### config.mk
export PLATFORM = sky130hd
export DESIGN_NAME = intersection_phase_ctrl
export DESIGN_NICKNAME = d
export VERILOG_FILES = /design/src/rtl/traffic_pkg.sv /design/src/rtl/phase_timer.sv /design/src/rtl/intersection_phase_ctrl.sv
export SDC_FILE = /design/constraint.sdc
export NUM_CORES = 1
export LEC_CHECK = 0
export ABC_CLOCK_PERIOD_IN_PS = 7000
export CAP_MARGIN = 20
export CORE_MARGIN = 4
export CORE_UTILIZATION = 40
export DETAILED_ROUTE_END_ITERATION = 16
export PLACE_DENSITY = 0.66
export SLEW_MARGIN = 10
export SYNTH_ARGS = -nofsm -noshare
export SYNTH_HDL_FRONTEND = slang
export SYNTH_SLANG_ARGS = --single-unit
### constraint.sdc
create_clock -name clk -period 7 [get_ports clk]
set_input_delay 1.75 -clock clk [delete_from_list [all_inputs] [get_ports clk]]
set_output_delay 1.75 -clock clk [all_outputs]
set_load 0.02 [all_outputs]
### src/rtl/traffic_pkg.sv
// Shared lamp encodings, phase codes and lamp decode helpers for the
// intersection controller and any lamp-level modules.
package traffic_pkg;

  // Dwell counter width; every phase duration must fit below 2**CNT_W.
  localparam int CNT_W = 5;

  // Lamp encoding driven onto main_light / side_light.
  localparam logic [1:0] OFF = 2'd0;
  localparam logic [1:0] RED = 2'd1;
  localparam logic [1:0] YEL = 2'd2;
  localparam logic [1:0] GRN = 2'd3;

  // Phase codes, also exported on the debug phase port.
  typedef enum logic [2:0] {
    RED_TO_MAIN = 3'd0,
    MAIN_GREEN  = 3'd1,
    MAIN_YELLOW = 3'd2,
    RED_TO_SIDE = 3'd3,
    SIDE_GREEN  = 3'd4,
    SIDE_YELLOW = 3'd5
  } phase_e;

  // Main-road lamp for a given phase; unused codes fall back to red.
  function automatic logic [1:0] main_lamp(input phase_e ph);
    case (ph)
      MAIN_GREEN:  return GRN;
      MAIN_YELLOW: return YEL;
      default:     return RED;
    endcase
  endfunction

  // Side-road lamp for a given phase; unused codes fall back to red.
  function automatic logic [1:0] side_lamp(input phase_e ph);
    case (ph)
      SIDE_GREEN:  return GRN;
      SIDE_YELLOW: return YEL;
      default:     return RED;
    endcase
  endfunction

endpackage

### src/rtl/phase_timer.sv
// Dwell counter for the current phase. Cleared on phase entry, counts every
// cycle, and flags done on the last cycle of the requested duration. With
// hold set it parks on the done value instead of running past it.
module phase_timer
  import traffic_pkg::*;
(
  input  logic             clk,
  input  logic             reset,
  input  logic             clear,
  input  logic             hold,
  input  logic [CNT_W-1:0] duration,
  output logic             done
);

  logic [CNT_W-1:0] count_reg;

  // Count cycles spent in the phase; clear wins over counting and hold.
  always_ff @(posedge clk or negedge reset) begin
    if (!reset) begin
      count_reg <= '0;
    end else if (clear) begin
      count_reg <= '0;
    end else if (!(done && hold)) begin
      count_reg <= count_reg + 1'b1;
    end
  end

  assign done = (count_reg == duration - 1'b1);

endmodule

### src/rtl/intersection_phase_ctrl.sv
// Two-road intersection phase controller: main road rests in green, a latched
// side-road request moves through yellow and an all-red clearance to a side
// green that may be extended once while traffic keeps arriving.
module intersection_phase_ctrl
  import traffic_pkg::*;
#(
  parameter int TBASE = 6,
  parameter int TYEL  = 2,
  parameter int TEXT  = 3,
  parameter int TRED  = 1
) (
  input  logic       clk,
  input  logic       reset,
  input  logic       sensor,
  output logic [1:0] main_light,
  output logic [1:0] side_light,
  output logic [2:0] phase,
  output logic       side_req
);

  // Reject parameter sets the 5-bit dwell counter cannot time.
  if (TBASE < 1 || TYEL < 1 || TRED < 1 || TEXT < 0 ||
      2 * TBASE > 31 || TBASE + TEXT > 31) begin : g_bad_params
    $error("intersection_phase_ctrl: illegal timing parameters");
  end

  localparam logic [CNT_W-1:0] D_RED  = CNT_W'(TRED);
  localparam logic [CNT_W-1:0] D_MAIN = CNT_W'(2 * TBASE);
  localparam logic [CNT_W-1:0] D_YEL  = CNT_W'(TYEL);
  localparam logic [CNT_W-1:0] D_SIDE = CNT_W'(TBASE);
  localparam logic [CNT_W-1:0] D_SEXT = CNT_W'(TBASE + TEXT);
  // A zero-length extension is simply no extension.
  localparam bit EXT_EN = (TEXT > 0);

  phase_e           state_reg;
  phase_e           state_next;
  logic             ext_reg;
  logic             ext_grant;
  logic             side_req_reg;
  logic [1:0]       main_light_reg;
  logic [1:0]       side_light_reg;
  logic [CNT_W-1:0] duration;
  logic             done;
  logic             timer_clear;
  logic             timer_hold;

  // Duration of the current phase; side green grows once extended.
  always_comb begin
    duration = D_RED;
    case (state_reg)
      RED_TO_MAIN, RED_TO_SIDE: duration = D_RED;
      MAIN_GREEN:               duration = D_MAIN;
      MAIN_YELLOW, SIDE_YELLOW: duration = D_YEL;
      SIDE_GREEN:               duration = ext_reg ? D_SEXT : D_SIDE;
      default:                  duration = D_RED;
    endcase
  end

  // Next-phase decision; every green is reached only through a RED_TO_* phase.
  always_comb begin
    state_next = state_reg;
    ext_grant  = 1'b0;
    case (state_reg)
      RED_TO_MAIN: if (done) state_next = MAIN_GREEN;
      MAIN_GREEN:  if (done && side_req_reg) state_next = MAIN_YELLOW;
      MAIN_YELLOW: if (done) state_next = RED_TO_SIDE;
      RED_TO_SIDE: if (done) state_next = SIDE_GREEN;
      SIDE_GREEN: begin
        if (done) begin
          if (EXT_EN && sensor && !ext_reg) ext_grant = 1'b1;
          else                              state_next = SIDE_YELLOW;
        end
      end
      SIDE_YELLOW: if (done) state_next = RED_TO_MAIN;
      default:     state_next = RED_TO_MAIN;
    endcase
    timer_clear = (state_next != state_reg);
    timer_hold  = (state_reg == MAIN_GREEN);
  end

  phase_timer u_timer (
    .clk      (clk),
    .reset    (reset),
    .clear    (timer_clear),
    .hold     (timer_hold),
    .duration (duration),
    .done     (done)
  );

  // Phase register, extension flag, request latch and registered lamps.
  always_ff @(posedge clk or negedge reset) begin
    if (!reset) begin
      state_reg      <= RED_TO_MAIN;
      ext_reg        <= 1'b0;
      side_req_reg   <= 1'b0;
      main_light_reg <= RED;
      side_light_reg <= RED;
    end else begin
      state_reg      <= state_next;
      main_light_reg <= main_lamp(state_next);
      side_light_reg <= side_lamp(state_next);
      if (timer_clear)    ext_reg <= 1'b0;
      else if (ext_grant) ext_reg <= 1'b1;
      // Entering side green serves the request, even if sensor is high now.
      if (timer_clear && state_next == SIDE_GREEN)
        side_req_reg <= 1'b0;
      else if (sensor && state_reg != SIDE_GREEN)
        side_req_reg <= 1'b1;
    end
  end

  assign main_light = main_light_reg;
  assign side_light = side_light_reg;
  assign phase      = state_reg;
  assign side_req   = side_req_reg;

endmodule

After elaboration in Yosys (flattened, before gate mapping)
Index checks and enable logic that the tools add are counted.
W data, S select, Z words.

operators by class
  add/sub/neg operators = 2
  equal/unequal tests = 13
  mux-type cells = 21
  reduce and logical (&&, ||, !) cells = 10

operators by type and width
  operator               count
  $mux W3                7
  $pmux W3 S6            1
  $eq A3 B3 Y1 const B   4
  $pmux W4 S3            1
  $mux W5                2
  $eq A3 B2 Y1 const B   3
  $pmux W2 S2            2
  $mux W1                7
  $eq A3 B1 Y1 const B   2
  $add A5 B1 Y5 const B  1
  $eq A5 B5 Y1           1
  $logic_and A1 B1 Y1    5
  $sub A4 B1 Y5 const B  1
  $mux W4                1
  $reduce_bool A2 Y1     2
  $logic_not A3 Y1       1
  $ne A3 B3 Y1           1
  $ne A3 B3 Y1 const B   1
  $ne A2 B2 Y1 const B   1
  $reduce_or A2 Y1       1
  $logic_not A1 Y1       1

storage, ports and cells
  register bits = 14
  input port bits = 3
  output and inout bits = 8
  word-level logic and storage cells = 52

Longest topological paths before layout
Gate-level depths: netlist of the first run.

  depth in word-level cells = 11
  gate-level depth with buffers = 13
  gate-level depth less buffers = 11

By module
From an unflattened synthesis of the first run, not the netlist that was laid out.

second synthesis, totals
  cells, all modules = 104
  area total of the unflattened synthesis = 948.4 µm²

by module, submodules not included
  module                   times used  cells each  area each (µm²)  sequential area each (µm²)
  intersection_phase_ctrl  1           59          523.0            227.7
  phase_timer              1           45          425.4            125.1

Least setup slack after synthesis of the first run
No wires, ideal clock.

  path type = register -> register
  start point = register state_reg[1], in the netlist phase[1]
  end point = register state_reg[2], in the netlist phase[2]
  library setup time = 0.122 ns
  data arrival time = 2.691 ns
  data required time = 6.878 ns
  setup slack = 4.187 ns
  cell stages (with the launch flop) = 13
  buffers on the path = 4
  period minus slack after synthesis = 2.813 ns
  cell sequence = dfrtp_1 -> buf_6 -> clkbuf_1 -> clkbuf_1 -> o22ai_1 -> ha_1 -> xnor2_1 -> and3_4 -> o32ai_4 -> nor3_4 -> buf_6 -> nand2_2 -> a32o_1

on the way
  longest elaborated chain between the ends = 8
  elaborated cells on any way between the ends = 18
  classes of those cells = add/sub: 1; eq/ne: 6; mux: 8; reduce/logical: 3

RTL lines
  what                                                 line                                                          RTL
  from (decl)                                          intersection_phase_ctrl.sv:35                                 phase_e state_reg;
  from (signal assigned)                               intersection_phase_ctrl.sv:99                                 state_reg <= state_next;
  $eq A3 B3 Y1 / $eq A3 B2 Y1 (equally long branches)  intersection_phase_ctrl.sv:50, intersection_phase_ctrl.sv:63
  $reduce_or A2 Y1                                     intersection_phase_ctrl.sv:50                                 case (state_reg)
  $pmux W4 S3                                          intersection_phase_ctrl.sv:50
  $sub A4 B1 Y5                                        phase_timer.sv:28                                             assign done = (count_reg == duration - 1'b1);
  $eq A5 B5 Y1                                         phase_timer.sv:28
  $logic_and A1 B1 Y1                                  intersection_phase_ctrl.sv:65                                 MAIN_GREEN: if (done && side_req_reg) state_next = MAIN_YELLOW;
  $mux W3                                              intersection_phase_ctrl.sv:65
  $pmux W3 S6 *                                        intersection_phase_ctrl.sv:63                                 case (state_reg)
  via state_next[2]                                    intersection_phase_ctrl.sv:36                                 phase_e state_next;

The timed path passes the listed nets; every way through them passes the cells marked *.
A chain may end at the register's enable or synchronous reset.

Worst setup path after layout of the first run
  start point = register state_reg[1], in the netlist phase[1]
  end point = output phase[1]

RTL lines
  what       line                           RTL
  to (decl)  intersection_phase_ctrl.sv:17  output logic [2:0] phase,

No word-level cell between the ends.

==> qor.yml, run 1 <==
ys_ff_latch: 14
maxCapViolations: 0
yosys_most_used_dff: "dfrtp_1"
grt_pass1_vias: 770
synthAdderAreaFrac_pct: 2.44
initial_core_util_pct: 41.8
overflow: 0
n_antenna_cell: 0
path_clk_slew_ns: 0.10
combPwrFrac_pct: 62.0
slew_violations: 0
postRouteAntennaNets: 0
worst_pin_slew_ns: 0.833
groute.usage.overall_pct: 13.4
cts_made_buffers: 3
worstHoldStart: "u_timer.count_reg[4]$_DFFE_PN0P_"
whs_endpoint: "u_timer.count_reg[4]$_DFFE_PN0P_"
core_um2: 2450
syn_to_final_growth_pct: 12.2
synth_top_family_by_area: "compound AO/OA/AOI/OAI gates"
cp_top_family: "flip-flops"
hp-class: "reg2reg"
worstPathArrival_ns: 1.93
synthMuxAreaShare_pct: 2.07
std_cell_rows: 18
first_pass_iters: 4
drt_first_iter_violations: 20
p_int_uw: 334
criticalPathCategory: "reg2out"
max_stage_delay_ns: 0.90
slowest_stage: "dfrtp_1"
path_buf_inv: 1
r2r_start: "phase[0]$_DFF_PN0_"
syn_area_um2: 1030
numClockSinks: 14
switchingPower_uw: 328
power_leakage_uw: 0.000465
hold_buffers: 0
via_count: 804
post-route-period-util_pct: 52.6
syn_avg_cell_area_um2: 9.78
clock_power_share_pct: 9.1
rr_worst_depth: 10
cts_root_buf: "clkbuf_4"
synthSimpleGateAreaFrac_pct: 21.8
fp.dieH_um: 58.7
path_max_fanout: 27
swShare_pct: 49.5
synth_edf_count: 0
rsz0062_at_grt: "no"
gp_congestion: 0.782
drive_gt1_share_pct: 16.1
grt_pass1_wl_um: 3590
period_minus_slack_ns: 3.68
post_cts_buffers: 0
largest_register_ffs: 5
cts_tree: "built"
ir_worst_vdd_mv: 0.337
crit_cells: 1
wl_per_cell_um: 14.8
fin_worst_skew_ns: 0.00902
yosysSeqAreaShare_pct: 34.3
ctsLongestPathBuffers: 2
fill_cells: 224
syn-num-nets: 110
r2r_setup_slack_ns: 3.76
end_kind: "primary output"
synth_warnings: 0
fmaxAchievable_mhz: 272
fp.dieW_um: 58.7
antenna_found_initial: 0
port_buffers: 10
wl_um: 2100
synth_compound_area_share_pct: 26.8
setup_tns_ns: 0
pwr-share-seq_pct: 28.8
clk_latency_ns: 0.28
io-pin-count: 11
synth-xor-area-share_pct: 5.97
relSlewSlack_pct: 44.5
finalHoldViolations: 0
hold_ws_ns: 0.571
drc: 0
grt_max_degree: 28
netlist_instances: 105
fin_nets: 118
status: "completed"
hpwl_um: 1450
crit_chain: "clkdlybuf4s50_1"
r2r_end: "side_light[0]$_DFF_PN1_"
cts_resized: 0
die-area_um2: 3440
hold_depth: 2
cp-start-kind: "flip-flop"
async_flop_share_pct: 100
h-tree-depth: 1
power_density_nw_per_um2: 574
crit_required_ns: 5.25
finalSetupViolCount: 0
vias_per_cell: 5.66
synth_cell_types: 47
[through the flow]
| stage | instances | cell area [um^2] | util, % | worst slack (ns) | total power, uW |
|---|---|---|---|---|---|
| after floorplan | 105 | 1030 | - | 4.19 | 521 |
| after global placement | 138 | 1120 | 45.5 | 3.68 | 591 |
| after detailed placement | 138 | 1120 | 45.5 | 3.66 | 601 |
| after CTS | 142 | 1150 | 46.9 | 3.34 | 664 |
| after global routing | 142 | 1150 | 46.9 | 3.22 | 719 |
| final | 142 | 1150 | 46.9 | 3.32 | 661 |
[cell type report]
class | instances | area, um^2 | area share (%)
repair buffers | 10 | 100 | 8.69
clock buffers | 4 | 36.3 | 3.15
flip-flops and latches | 14 | 353 | 30.6
well taps | 30 | 37.5 | 3.26
multi-input cells | 79 | 607 | 52.7
inverters | 5 | 18.8 | 1.63
[per-layer routing]
metal | routed length [um] | track usage (%) | up-vias | share of wire [%]
met5 | 0 | 0 | - | 0
met2 | 1020 | 21.4 | 21 | 48
li1 | - | - | 400 | -
met4 | 0 | 2.91 | 0 | 0
met3 | 84 | 3.07 | 0 | 4.0
met1 | 1000 | 18.6 | 383 | 48
[cells by family after synthesis]
group / Yosys count
AOI/OAI and AO/OA: 33
xor gates and xnor gates: 7
adders and majority gates: 2
buffers and inverters: 12
DFF: 14
muxes: 2
and+or+nand+nor: 35
[power by group through the flow]
stage | Sequential (uW) | Combinational [uW] | Clock (uW)
floorplan | 168 | 353 | 0
global placement | 190 | 401 | 0
detailed placement | 192 | 409 | 0
CTS | 190 | 413 | 61.2
global route | 197 | 455 | 66.5
finish | 191 | 410 | 60.3
[worst max path at each step]
stage / slack, ns / endpoint / from
CTS: 3.34 / phase[1] / phase[1]$_DFF_PN0_
global route: 3.22 / phase[1] / phase[1]$_DFF_PN0_
detailed placement: 3.66 / phase[1] / phase[1]$_DFF_PN0_
finish: 3.32 / phase[1] / phase[1]$_DFF_PN0_
floorplan: 4.19 / phase[2]$_DFF_PN0_ / phase[1]$_DFF_PN0_
global placement: 3.68 / phase[1] / phase[1]$_DFF_PN0_
[synthesized netlist by cell type, drive strengths merged (2+ instances only)]
library cell	n	share of area, %
a2111oi	2	2.3
a21oi	9	4.8
a32o	2	1.9
and3	3	2.3
buf	4	3.7
clkbuf	3	1.1
dfrtp	12	29
dfstp	2	5.1
ha	2	2.4
inv	5	1.8
nand2	6	2.4
nand2b	3	1.8
nand3b	3	2.2
nor2	11	4.0
o21a	2	1.6
o21ai	3	1.5
o311ai	2	2.4
o31ai	4	2.9
o41ai	2	1.7
or2	2	1.2
xnor2	2	1.7
xor2	5	4.3
[placed cells by master, fill, tap and decap left out, types with 2 or more instances in the layout]
cell	Yosys	routed
clkdlybuf4s50_1	0	10
a32o_1	2	2
xnor2_1	2	2
o21ai_0	2	2
clkbuf_4	0	3
xor2_1	5	5
dfstp_2	2	2
a21oi_1	8	8
nand3b_1	3	3
o31ai_1	4	4
nand2_1	5	5
dfrtp_1	12	12
o41ai_1	2	2
and3_1	2	2
inv_1	5	5
nor2_1	11	11
nand2b_1	3	3
ha_1	2	2
No activity file was read; power rests on OpenSTA's default activity.
==> run 2, diff against run 1 <==
--- a/config.mk
+++ b/config.mk
@@ -5,7 +5,7 @@
 export SDC_FILE = /design/constraint.sdc
 export NUM_CORES = 1
 export LEC_CHECK = 0
-export ABC_CLOCK_PERIOD_IN_PS = 7000
+export ABC_CLOCK_PERIOD_IN_PS = 3600
 export CAP_MARGIN = 20
 export CORE_MARGIN = 4
 export CORE_UTILIZATION = 40
==> constraint.sdc (replaced) <==
create_clock -name clk -period 3.6 [get_ports clk]
set_input_delay 0.9 -clock clk [delete_from_list [all_inputs] [get_ports clk]]
set_output_delay 0.9 -clock clk [all_outputs]
set_load 0.02 [all_outputs]
==> qor.yml, run 2 (synthesis gave the netlist of run 1 again) <==
status: "completed"
post_cts_buffers: 0
largest_register_ffs: 5
worst_pin_slew_ns: 0.677
slew_violations: 0
grt-busiest-layer: "met2"
fin_worst_skew_ns: 0.00599
final_area_um2: 1170
grt_use_met2_pct: 23.9
via_count: 837
path_max_fanout: 17
fmaxAchievable_mhz: 356
use_met3_pct: 2.63
placed_cell_area_um2: 1140
initial_core_util_pct: 41.8
core_um2: 2450
ctsLongestPathBuffers: 2
period_minus_slack_ns: 2.81
numClockSinks: 14
mostFrequentLayoutCells: "dfrtp_1, nor2_1, clkdlybuf4s50_1"
vias_per_cell: 5.77
end_kind: "flip-flop"
criticalPathCategory: "reg2reg"
ir_worst_vdd_mv: 0.509
grt_pass1_wl_um: 3970
drive_gt1_share_pct: 18.3
postRouteAntennaNets: 0
setup_tns_ns: 0
cts_made_buffers: 3
clk_latency_ns: 0.29
fin_nets: 121
antenna_found_initial: 0
finalHoldViolations: 0
die-area_um2: 3440
wl_per_cell_um: 15.5
worstPathArrival_ns: 3.04
h-tree-depth: 1
port_buffers: 10
std_cell_rows: 18
io-pin-count: 11
n_antenna_cell: 0
cts_tree: "built"
finalSetupViolCount: 0
hold_buffers: 0
overflow: 0
first_pass_iters: 4
drt_first_iter_violations: 32
power_density_nw_per_um2: 1120
cts_root_buf: "clkbuf_4"
final_common_cell: "dfrtp_1"
power_leakage_uw: 0.000480
hpwl_um: 1640
met1_usage_pct: 21.1
post-route-period-util_pct: 78.0
maxCapViolations: 0
grt_pass1_vias: 821
drc: 0
fill_cells: 234
groute.usage.overall_pct: 15.3
grt_max_degree: 19
hp-class: "reg2reg"
p_total_uw: 1310
postLayoutCoreUtil_pct: 47.9
gp_congestion: 0.816
path_clk_slew_ns: 0.09
crit_required_ns: 3.83
relSlewSlack_pct: 54.8
syn_to_final_growth_pct: 14.4
fp.dieW_um: 58.7
wl_um: 2250
cp-start-kind: "flip-flop"
fp.dieH_um: 58.7
cts_resized: 0
rsz0062_at_grt: "no"
-- run 2: cell types whose count changed in the layout (fill, tap and decap cells not counted), sizes merged --
cell / delta
buf: +3
-- run 2: metrics by stage --
stage	std cells	hold WS, ns	setup slack [ns]
floorplan	105	0.505	0.787
global placement	141	0.528	0.909
detailed placement	141	0.561	0.843
CTS	145	0.583	0.813
global route	145	0.620	0.551
finish	145	0.582	0.790
-- run 2: path summary, 6_finish.rpt --
kind                                             startpoint                          endpoint  slack [ns]  cells past startpoint
max                                      phase[1]$_DFF_PN0_           side_light[0]$_DFF_PN1_        0.79                     10
min                        u_timer.count_reg[4]$_DFFE_PN0P_  u_timer.count_reg[4]$_DFFE_PN0P_        0.58                      2
max reg2reg                              phase[1]$_DFF_PN0_           side_light[0]$_DFF_PN1_        0.79                     10
min in group asynchronous                             reset           side_light[1]$_DFF_PN0_        1.01                      1
min reg2reg                u_timer.count_reg[4]$_DFFE_PN0P_  u_timer.count_reg[4]$_DFFE_PN0P_        0.58                      2
max in group asynchronous                             reset                phase[1]$_DFF_PN0_        2.18                      1
-- run 2: area by class of cell --
type	count	area, um^2	area share (%)
Clock buffer	4	36.3	3.09
Inverter	5	18.8	1.60
Multi-Input combinational cell	79	607	51.7
Sequential cell	14	353	30.0
Tap cell	30	37.5	3.19
Timing Repair Buffer	13	123	10.4
-- run 2: per-layer routing --
| metal | part of all wire (%) | routed length, um | vias up |
|---|---|---|---|
| met5 | 0 | 0 | - |
| met4 | 1.5 | 33 | 0 |
| met1 | 47 | 1060 | 406 |
| met2 | 48 | 1070 | 19 |
| met3 | 3.6 | 80 | 5 |
| li1 | - | - | 407 |
-- run 2: power by group --
group	leakage [uW]	switching (uW)	internal (uW)
sequential	0.000166	70.9	230
clock	0.0000210	54.0	61.6
combinational	0.000293	517	378
-- run 2: worst max-delay path, cell delays in order, from the launching register on --
cell	delay (ns)
dfrtp_1	0.66
nand2_1	0.18
nor2_1	0.11
a21oi_1	0.05
ha_1	0.24
xnor2_1	0.22
and3_4	0.23
o32ai_4	0.12
nor3_4	0.50
mux2_1	0.37
nand2_1	0.07
